File: src/rtl/seven_seg_demux.sv
// Receiver for a two-digit multiplexed 7-segment bus: settles, captures and
// reassembles each {hi,lo} frame, decodes both glyphs and watches link health.
module seven_seg_demux #(
  parameter int unsigned SETTLE  = 4,
  parameter int unsigned TIMEOUT = 100000,
  parameter int unsigned TBITS   = 17
) (
  input  logic        clk,
  input  logic        rst,
  input  logic [6:0]  seg_in,
  input  logic        dsel_in,
  output logic [13:0] both7seg_out,
  output logic [3:0]  hi_hex,
  output logic [3:0]  lo_hex,
  output logic        hi_ok,
  output logic        lo_ok,
  output logic        frame_valid,
  output logic        frame_changed,
  output logic        link_ok
);

  localparam int unsigned CW = (SETTLE > 1) ? $clog2(SETTLE) : 1;
  localparam logic [CW-1:0]    CNT_LAST = CW'(SETTLE - 1);
  localparam logic [TBITS-1:0] TO_MAX   = TBITS'(TIMEOUT);
  localparam logic [TBITS-1:0] TO_PRE   = TBITS'(TIMEOUT - 1);

  typedef enum logic [1:0] {S_IDLE, S_SETTLE, S_HOLD} state_t;

  state_t           r_state;
  logic [6:0]       r_seg;
  logic             r_dsel;
  logic             r_dsel_prev;
  logic             r_cur_dig;
  logic [6:0]       r_seg_ref;
  logic [6:0]       r_hi_buf;
  logic             r_got_hi;
  logic [CW-1:0]    r_cnt;
  logic [TBITS-1:0] r_to_cnt;

  logic             w_edge;
  logic [13:0]      w_word;
  logic [4:0]       w_hi_dec;
  logic [4:0]       w_lo_dec;

  // Glyph to {legal, nibble}; anything outside the 16 hex glyphs is illegal.
  function automatic logic [4:0] dec7(input logic [6:0] p);
    case (p)
      7'h3F:   dec7 = 5'h10;
      7'h06:   dec7 = 5'h11;
      7'h5B:   dec7 = 5'h12;
      7'h4F:   dec7 = 5'h13;
      7'h66:   dec7 = 5'h14;
      7'h6D:   dec7 = 5'h15;
      7'h7D:   dec7 = 5'h16;
      7'h07:   dec7 = 5'h17;
      7'h7F:   dec7 = 5'h18;
      7'h6F:   dec7 = 5'h19;
      7'h77:   dec7 = 5'h1A;
      7'h7C:   dec7 = 5'h1B;
      7'h39:   dec7 = 5'h1C;
      7'h5E:   dec7 = 5'h1D;
      7'h79:   dec7 = 5'h1E;
      7'h71:   dec7 = 5'h1F;
      default: dec7 = 5'h00;
    endcase
  endfunction

  assign w_edge   = r_dsel != r_dsel_prev;
  assign w_word   = {r_hi_buf, r_seg_ref};
  assign w_hi_dec = dec7(r_hi_buf);
  assign w_lo_dec = dec7(r_seg_ref);

  always_ff @(posedge clk) begin
    if (rst) begin
      r_state       <= S_IDLE;
      r_seg         <= '0;
      r_dsel        <= 1'b0;
      r_dsel_prev   <= 1'b0;
      r_cur_dig     <= 1'b0;
      r_seg_ref     <= '0;
      r_hi_buf      <= '0;
      r_got_hi      <= 1'b0;
      r_cnt         <= '0;
      r_to_cnt      <= '0;
      both7seg_out  <= '0;
      hi_hex        <= '0;
      lo_hex        <= '0;
      hi_ok         <= 1'b0;
      lo_ok         <= 1'b0;
      frame_valid   <= 1'b0;
      frame_changed <= 1'b0;
      link_ok       <= 1'b0;
    end else begin
      r_seg         <= seg_in;
      r_dsel        <= dsel_in;
      r_dsel_prev   <= r_dsel;
      frame_valid   <= 1'b0;
      frame_changed <= 1'b0;

      // A digit-select edge always restarts settling and beats a timeout.
      if (w_edge) begin
        r_to_cnt  <= '0;
        link_ok   <= 1'b1;
        r_cur_dig <= r_dsel;
        r_seg_ref <= r_seg;
        r_cnt     <= '0;
        r_state   <= S_SETTLE;
      end else if (r_to_cnt >= TO_PRE) begin
        r_to_cnt <= TO_MAX;
        link_ok  <= 1'b0;
        r_got_hi <= 1'b0;
        r_state  <= S_IDLE;
      end else begin
        r_to_cnt <= r_to_cnt + TBITS'(1);
        if (r_state == S_SETTLE) begin
          if (r_seg != r_seg_ref) begin
            r_seg_ref <= r_seg;
            r_cnt     <= '0;
          end else if (r_cnt == CNT_LAST) begin
            r_state <= S_HOLD;
            if (r_cur_dig) begin
              r_hi_buf <= r_seg_ref;
              r_got_hi <= 1'b1;
            end else if (r_got_hi) begin
              // Low digit closes a frame only if a high digit preceded it.
              r_got_hi      <= 1'b0;
              both7seg_out  <= w_word;
              hi_hex        <= w_hi_dec[3:0];
              hi_ok         <= w_hi_dec[4];
              lo_hex        <= w_lo_dec[3:0];
              lo_ok         <= w_lo_dec[4];
              frame_valid   <= 1'b1;
              frame_changed <= w_word != both7seg_out;
            end
          end else begin
            r_cnt <= r_cnt + CW'(1);
          end
        end
      end
    end
  end

endmodule

File: config.mk
export PLATFORM = sky130hd
export DESIGN_NAME = seven_seg_demux
export DESIGN_NICKNAME = d
export VERILOG_FILES = /design/src/rtl/seven_seg_demux.sv
export SDC_FILE = /design/constraint.sdc
export NUM_CORES = 1
export LEC_CHECK = 0
export ABC_CLOCK_PERIOD_IN_PS = 2570
export BUFFER_PORTS_ARGS = -buffer_cell sky130_fd_sc_hd__buf_2
export CAP_MARGIN = 20
export CELL_PAD_IN_SITES_DETAIL_PLACEMENT = 0
export CELL_PAD_IN_SITES_GLOBAL_PLACEMENT = 2
export CORE_MARGIN = 10
export CORE_UTILIZATION = 35
export CTS_CLUSTER_DIAMETER = 100
export DETAILED_ROUTE_END_ITERATION = 10
export PLACE_DENSITY = 0.85
export SYNTH_ARGS = -nofsm -noshare
export SYNTH_HDL_FRONTEND = slang
export SYNTH_SLANG_ARGS = --single-unit
File: constraint.sdc
create_clock -name clk -period 2.57 [get_ports clk]
set_input_delay 0.257 -clock clk [delete_from_list [all_inputs] [get_ports clk]]
set_output_delay 0.257 -clock clk [all_outputs]
set_load 0.1 [all_outputs]
======== Word level (Yosys, flattened, before mapping) ========
Index checks and enable logic that the tools add are counted.
Widths: inputs -> output; s select.
cells by class
  add/subtract/negate cells ............... 2
  order comparisons ....................... 1
  eq/ne operators ......................... 41
  muxes and demuxes ....................... 22
  bitwise logic cells ..................... 7
  reductions and logical operators ........ 18
operator list
  operator               number
  $eq 7x7->1 const B     24
  $pmux 5 s16            2
  $eq 7x3->1 const B     4
  $eq 7x6->1 const B     4
  $mux 7                 4
  $add 17x1->17 const B  1
  $ge 17x17->1 const B   1
  $mux 17                1
  $ne 14x14->1           1
  $mux 1                 13
  $reduce_and 3->1       4
  $reduce_bool 2->1      5
  $reduce_or 8->1        1
  $ne 7x7->1             1
  $not 1->1              7
  $reduce_and 7->1       1
  $reduce_or 7->1        1
  $ne 2x2->1 const B     3
  $reduce_and 6->1       1
  $reduce_bool 3->1      2
  $mux 2                 2
  $reduce_and 4->1       1
  $ne 3x3->1 const B     1
  $reduce_or 3->1        1
  other kinds (5)        5
storage, ports and cells
  flip-flop bits (word level) ............. 73
  output and inout bits ................... 27
  logic and storage cells ................. 111

======== Longest topological paths before layout ========
  depth after elaboration ................. 6
  mapped depth ............................ 9
  depth with buffers taken out ............ 7

======== Worst setup path before layout ========
OpenSTA, ideal clock, no wires.
  path type ............................... reg2reg
  start ................................... register r_to_cnt[0]
  end ..................................... register lo_hex[0]
  arrival time ............................ 1726 ps
  data required time ...................... 2438 ps
  slack ................................... 712 ps
  stages on the path, launching flop included .. 9
  buffers on the path ..................... 1
  period minus slack after synthesis ...... 1858 ps
  path through ............................ dfxtp_1 -> ha_1 -> nand4_1 -> o211ai_1 -> a31oi_4 -> nand4_1 -> buf_2 -> nor4_1 -> nor3_1
between the ends
  word-level cells in the longest chain between the ends .. 3
ends and longest elaborated chain
  what                               line  source
  start: declaration                 38    logic [TBITS-1:0] r_to_cnt;
  start signal: assignment           114   r_to_cnt <= r_to_cnt + TBITS'(1);
  $ge 17x17->1                       108   end else if (r_to_cnt >= TO_PRE) begin
  $not 1->1 (no source line)         n/a
  $reduce_and 7->1 (no source line)  n/a
  end signal: assignment             130   lo_hex <= w_lo_dec[3:0];
  end: declaration                   14    output logic [3:0] lo_hex,
Every way passes these cells.
A chain may end at the register's enable or synchronous reset.

======== Worst setup path in the final report ========
  start ................................... register r_to_cnt[0]
  end ..................................... register r_seg_ref[5]
between the ends
  word-level cells in the longest chain between the ends .. 3
ends and longest elaborated chain
  what                               line  source
  $ge 17x17->1                       108
  $ne 2x2->1 (no source line)        n/a
  $reduce_and 3->1 (no source line)  n/a
  end signal: assignment             105   r_seg_ref <= r_seg;
  end signal: assignment             117   r_seg_ref <= r_seg;
  end: declaration                   34    logic [6:0] r_seg_ref;
Every way passes these cells.

==> metrics.csv <==
metric,value,unit
grt_pass1_vias,2806,
core,9860,um2
grt.total_usage,11.4,%
timing.setup.tns,0,ns
crit_buf_inv,1,
end_kind,flip-flop,
detailroute.via_count,2989,
tightest_slew,0.594,ns
ys_warn_count,0,
fmax,485,MHz
worst-path-max-fanout,14,
crit_chain,ha_1 -> nand4_1 -> o211ai_1 -> a31oi_4 -> buf_4 -> a31oi_4 -> mux2i_1 -> nor2_1,
drive_gt1_share,14.8,%
period_needed,2.06,ns
worstReg2RegEnd,r_seg_ref[5]$_SDFFE_PP0P_,
finalCritPeriodShare,80.2,%
clock_latency,0.34,ns
rsz0062_at_grt,no,
vdd_ir_drop_max,0.360,mV
multi_input_area,1940,um2
finalSetupViolations,0,
wirelength,8.19,mm
pre_cts_slack,0.512,ns
cp_top_family,compound AO/OA/AOI/OAI gates,
post-cts-setup-buffers,0,
fp-row-count,36,
r2r_start,r_to_cnt[0]$_SDFF_PP0_,
yosys.area_share.simple,27.5,%
synthAdderAreaFrac,0.699,%
crit_required,2.78,ns
yosysUniqueCellTypes,46,
dp_cells,582,
drtPass1Iterations,4,
fill_cells,1038,
netlist.area_leader.share,40.8,%
yosysMostFrequentCell,dfxtp_1,
crit_arrival,2.27,ns
post-synth-top-area-cell,dfxtp_1,
die-height,121,um
place_congestion,0.793,
reg2reg_slack,0.51,ns
netSwitchingFraction,25.0,%
cts_resized,0,
reg2reg_depth,8,
p_comb_share,8.5,%
syn-cell-area,3580,um2
final_cells,598,
wl_per_cell,13.7,um
synthCells,435,
max-cap-violations,0,
final_core_util,41.0,%
cts_sinks,73,
synth-seq-area-share,40.8,%
powerDensity,537,nW/um2
start_util,36.3,%
viasPerCell,5.00,
die_area,14700,um2
antenna_found_initial,0,
path_clk_slew,0.08,ns
grt_max_degree,54,
cp-start-kind,flip-flop,
grt_pass1_wl,13.9,mm
p_sw,542,uW
p_leak,1.51,nW
syn_area_per_cell,8.23,um2
synth_top_family_by_area,simple AND/OR/NAND/NOR gates,
synth_xor_area_share,9.79,%
dp_hpwl,5.67,mm
cts_hold_buffers,0,
die_x,121,um
relSlewSlack,60.3,%
synth_compound_area_share,12.1,%
p_seq_share,53.9,%
pin_count,37,
synthMuxAreaShare,4.19,%
ys_ff_latch,73,
hold_start,seg_in[1],
synth_commonest_cells,"73 x dfxtp_1, 49 x nor2_1, 47 x nand2_1",
ys.flop_type,dfxtp_1,
drcViolationCount,0,
async_flop_share,0,%
critical_path.most_common_cell,a31oi_4,
ys_top_cells_by_area,"dfxtp_1 41%, xnor2_1 6.6%, nor2_1 5.1%, nand2_1 4.9%, a21oi_1 4.9%",
slew_viol_final,0,
status,finished clean,
grt_overflow_total,0,
clock-skew-final,0.0115,ns
hold_viol,0,
cts_tree,built,
root_buffer,clkbuf_8,
dr.first_iter.drc_count,178,
antenna_cells,0,
nets,472,
syn-num-nets,447,
p_int,1.63,mW
synth-edff-count,0,
cp_slowest_cell,dfxtp_1,
port_buffers,36,
numCtsBuffers,9,
worst_slack,0.509,ns
clockBufferDepth,2,
pwr-share-clk,37.6,%
seq_area,1460,um2
ant_nets,0,
worst_hold_path_type,primary input to flip-flop,
slowest_delay,0.37,ns
holdPathEnd,r_seg[1]$_SDFF_PP0_,
area_delta_synth_final,12.9,%
hold_depth,2,
critPathKind,flip-flop to flip-flop,
cts-htree-levels,3,
==> through the flow <==
stage,total power [mW],hold WS (ns),cell area [um2]
2_1_floorplan,1.33,0.385,3580
4_1_cts,2.20,0.113,4040
3_3_place_gp,1.38,0.436,3860
3_5_place_dp,1.38,0.442,3860
5_1_grt,2.26,0.116,4040
6_report,2.17,0.123,4040
==> cells by family after synthesis <==
kind of cell / count (synthesis)
adders and majority gates: 2
muxes: 15
DFF: 73
xor gates and xnor gates: 40
AOI/OAI and AO/OA: 70
buffers and inverters: 40
and+or+nand+nor: 195
==> cell usage in the layout (no fill, tap or decap), types with 4 or more instances in the layout <==
cell type / instances
nor2b_1: 11
mux2i_1: 15
nor4b_1: 5
xnor2_1: 27
nor4_1: 5
a211oi_1: 4
nand2_1: 47
buf_2: 36
and2_1: 5
inv_1: 6
nand4_1: 13
nand2b_1: 8
nor2_1: 49
buf_4: 12
a21oi_1: 35
o21ai_0: 13
dfxtp_1: 73
nor3_1: 11
a31oi_1: 5
nand3_1: 18
xor2_1: 13
clkbuf_8: 11
and3_1: 6
==> flip-flops by register name, summed over array words and instances, names as in the netlist <==
| name | flops |
|---|---|
| r_got_hi | 1 |
| frame_changed | 1 |
| link_ok | 1 |
| r_seg_ref | 7 |
| frame_valid | 1 |
| r_dsel | 1 |
| lo_ok | 1 |
| hi_hex | 4 |
| both7seg_out | 14 |
| r_dsel_prev | 1 |
| lo_hex | 4 |
| r_cnt | 2 |
| r_hi_buf | 7 |
| r_state | 2 |
| r_cur_dig | 1 |
| r_to_cnt | 17 |
| r_seg | 7 |
| hi_ok | 1 |
==> final cells by class <==
cell class	count	share of cell area, %
repair buffers	48	6.69
well taps	133	4.12
clock inverters	2	0.310
inverters	6	0.557
flip-flops and latches	73	36.2
clock buffers	14	4.03
multi-input cells	322	48.1
==> routing by layer <==
metal,GRT usage (%),vias up,routed length (um)
met2,18.7,54,3850
met1,14.2,1377,3900
met3,3.07,8,345
met5,0,-,0
li1,-,1550,-
met4,4.02,0,91
==> worst max-delay path by stage <==
stage,start,end,slack (ns),cells after the start
after floorplan,r_to_cnt[0]$_SDFF_PP0_,lo_hex[0]$_SDFFE_PP0P_,0.71,8
after global placement,r_to_cnt[0]$_SDFF_PP0_,r_seg_ref[3]$_SDFFE_PP0P_,0.57,8
after detailed placement,r_to_cnt[0]$_SDFF_PP0_,r_seg_ref[0]$_SDFFE_PP0P_,0.51,8
after CTS,r_to_cnt[0]$_SDFF_PP0_,r_seg_ref[0]$_SDFFE_PP0P_,0.50,8
after global routing,r_to_cnt[0]$_SDFF_PP0_,r_seg_ref[5]$_SDFFE_PP0P_,0.32,8
final,r_to_cnt[0]$_SDFF_PP0_,r_seg_ref[5]$_SDFFE_PP0P_,0.51,8
==> worst register-to-register path, delay by kind of cell (launching register included) <==
family          cells  cell delay, ns
compound gates      3            0.65
fa+ha+maj           1            0.22
buf+inv             1            0.21
flops               1            0.37
mux                 1            0.23
simple gates        2            0.25
==> power by group through the flow <==
stage	Sequential, mW	Combinational [mW]	Clock, mW
finish	1.17	0.184	0.817
global route	1.17	0.204	0.884
CTS	1.17	0.187	0.845
detailed placement	1.19	0.186	0
global placement	1.19	0.184	0
floorplan	1.20	0.133	0
Power figures use the tool's default switching activity.
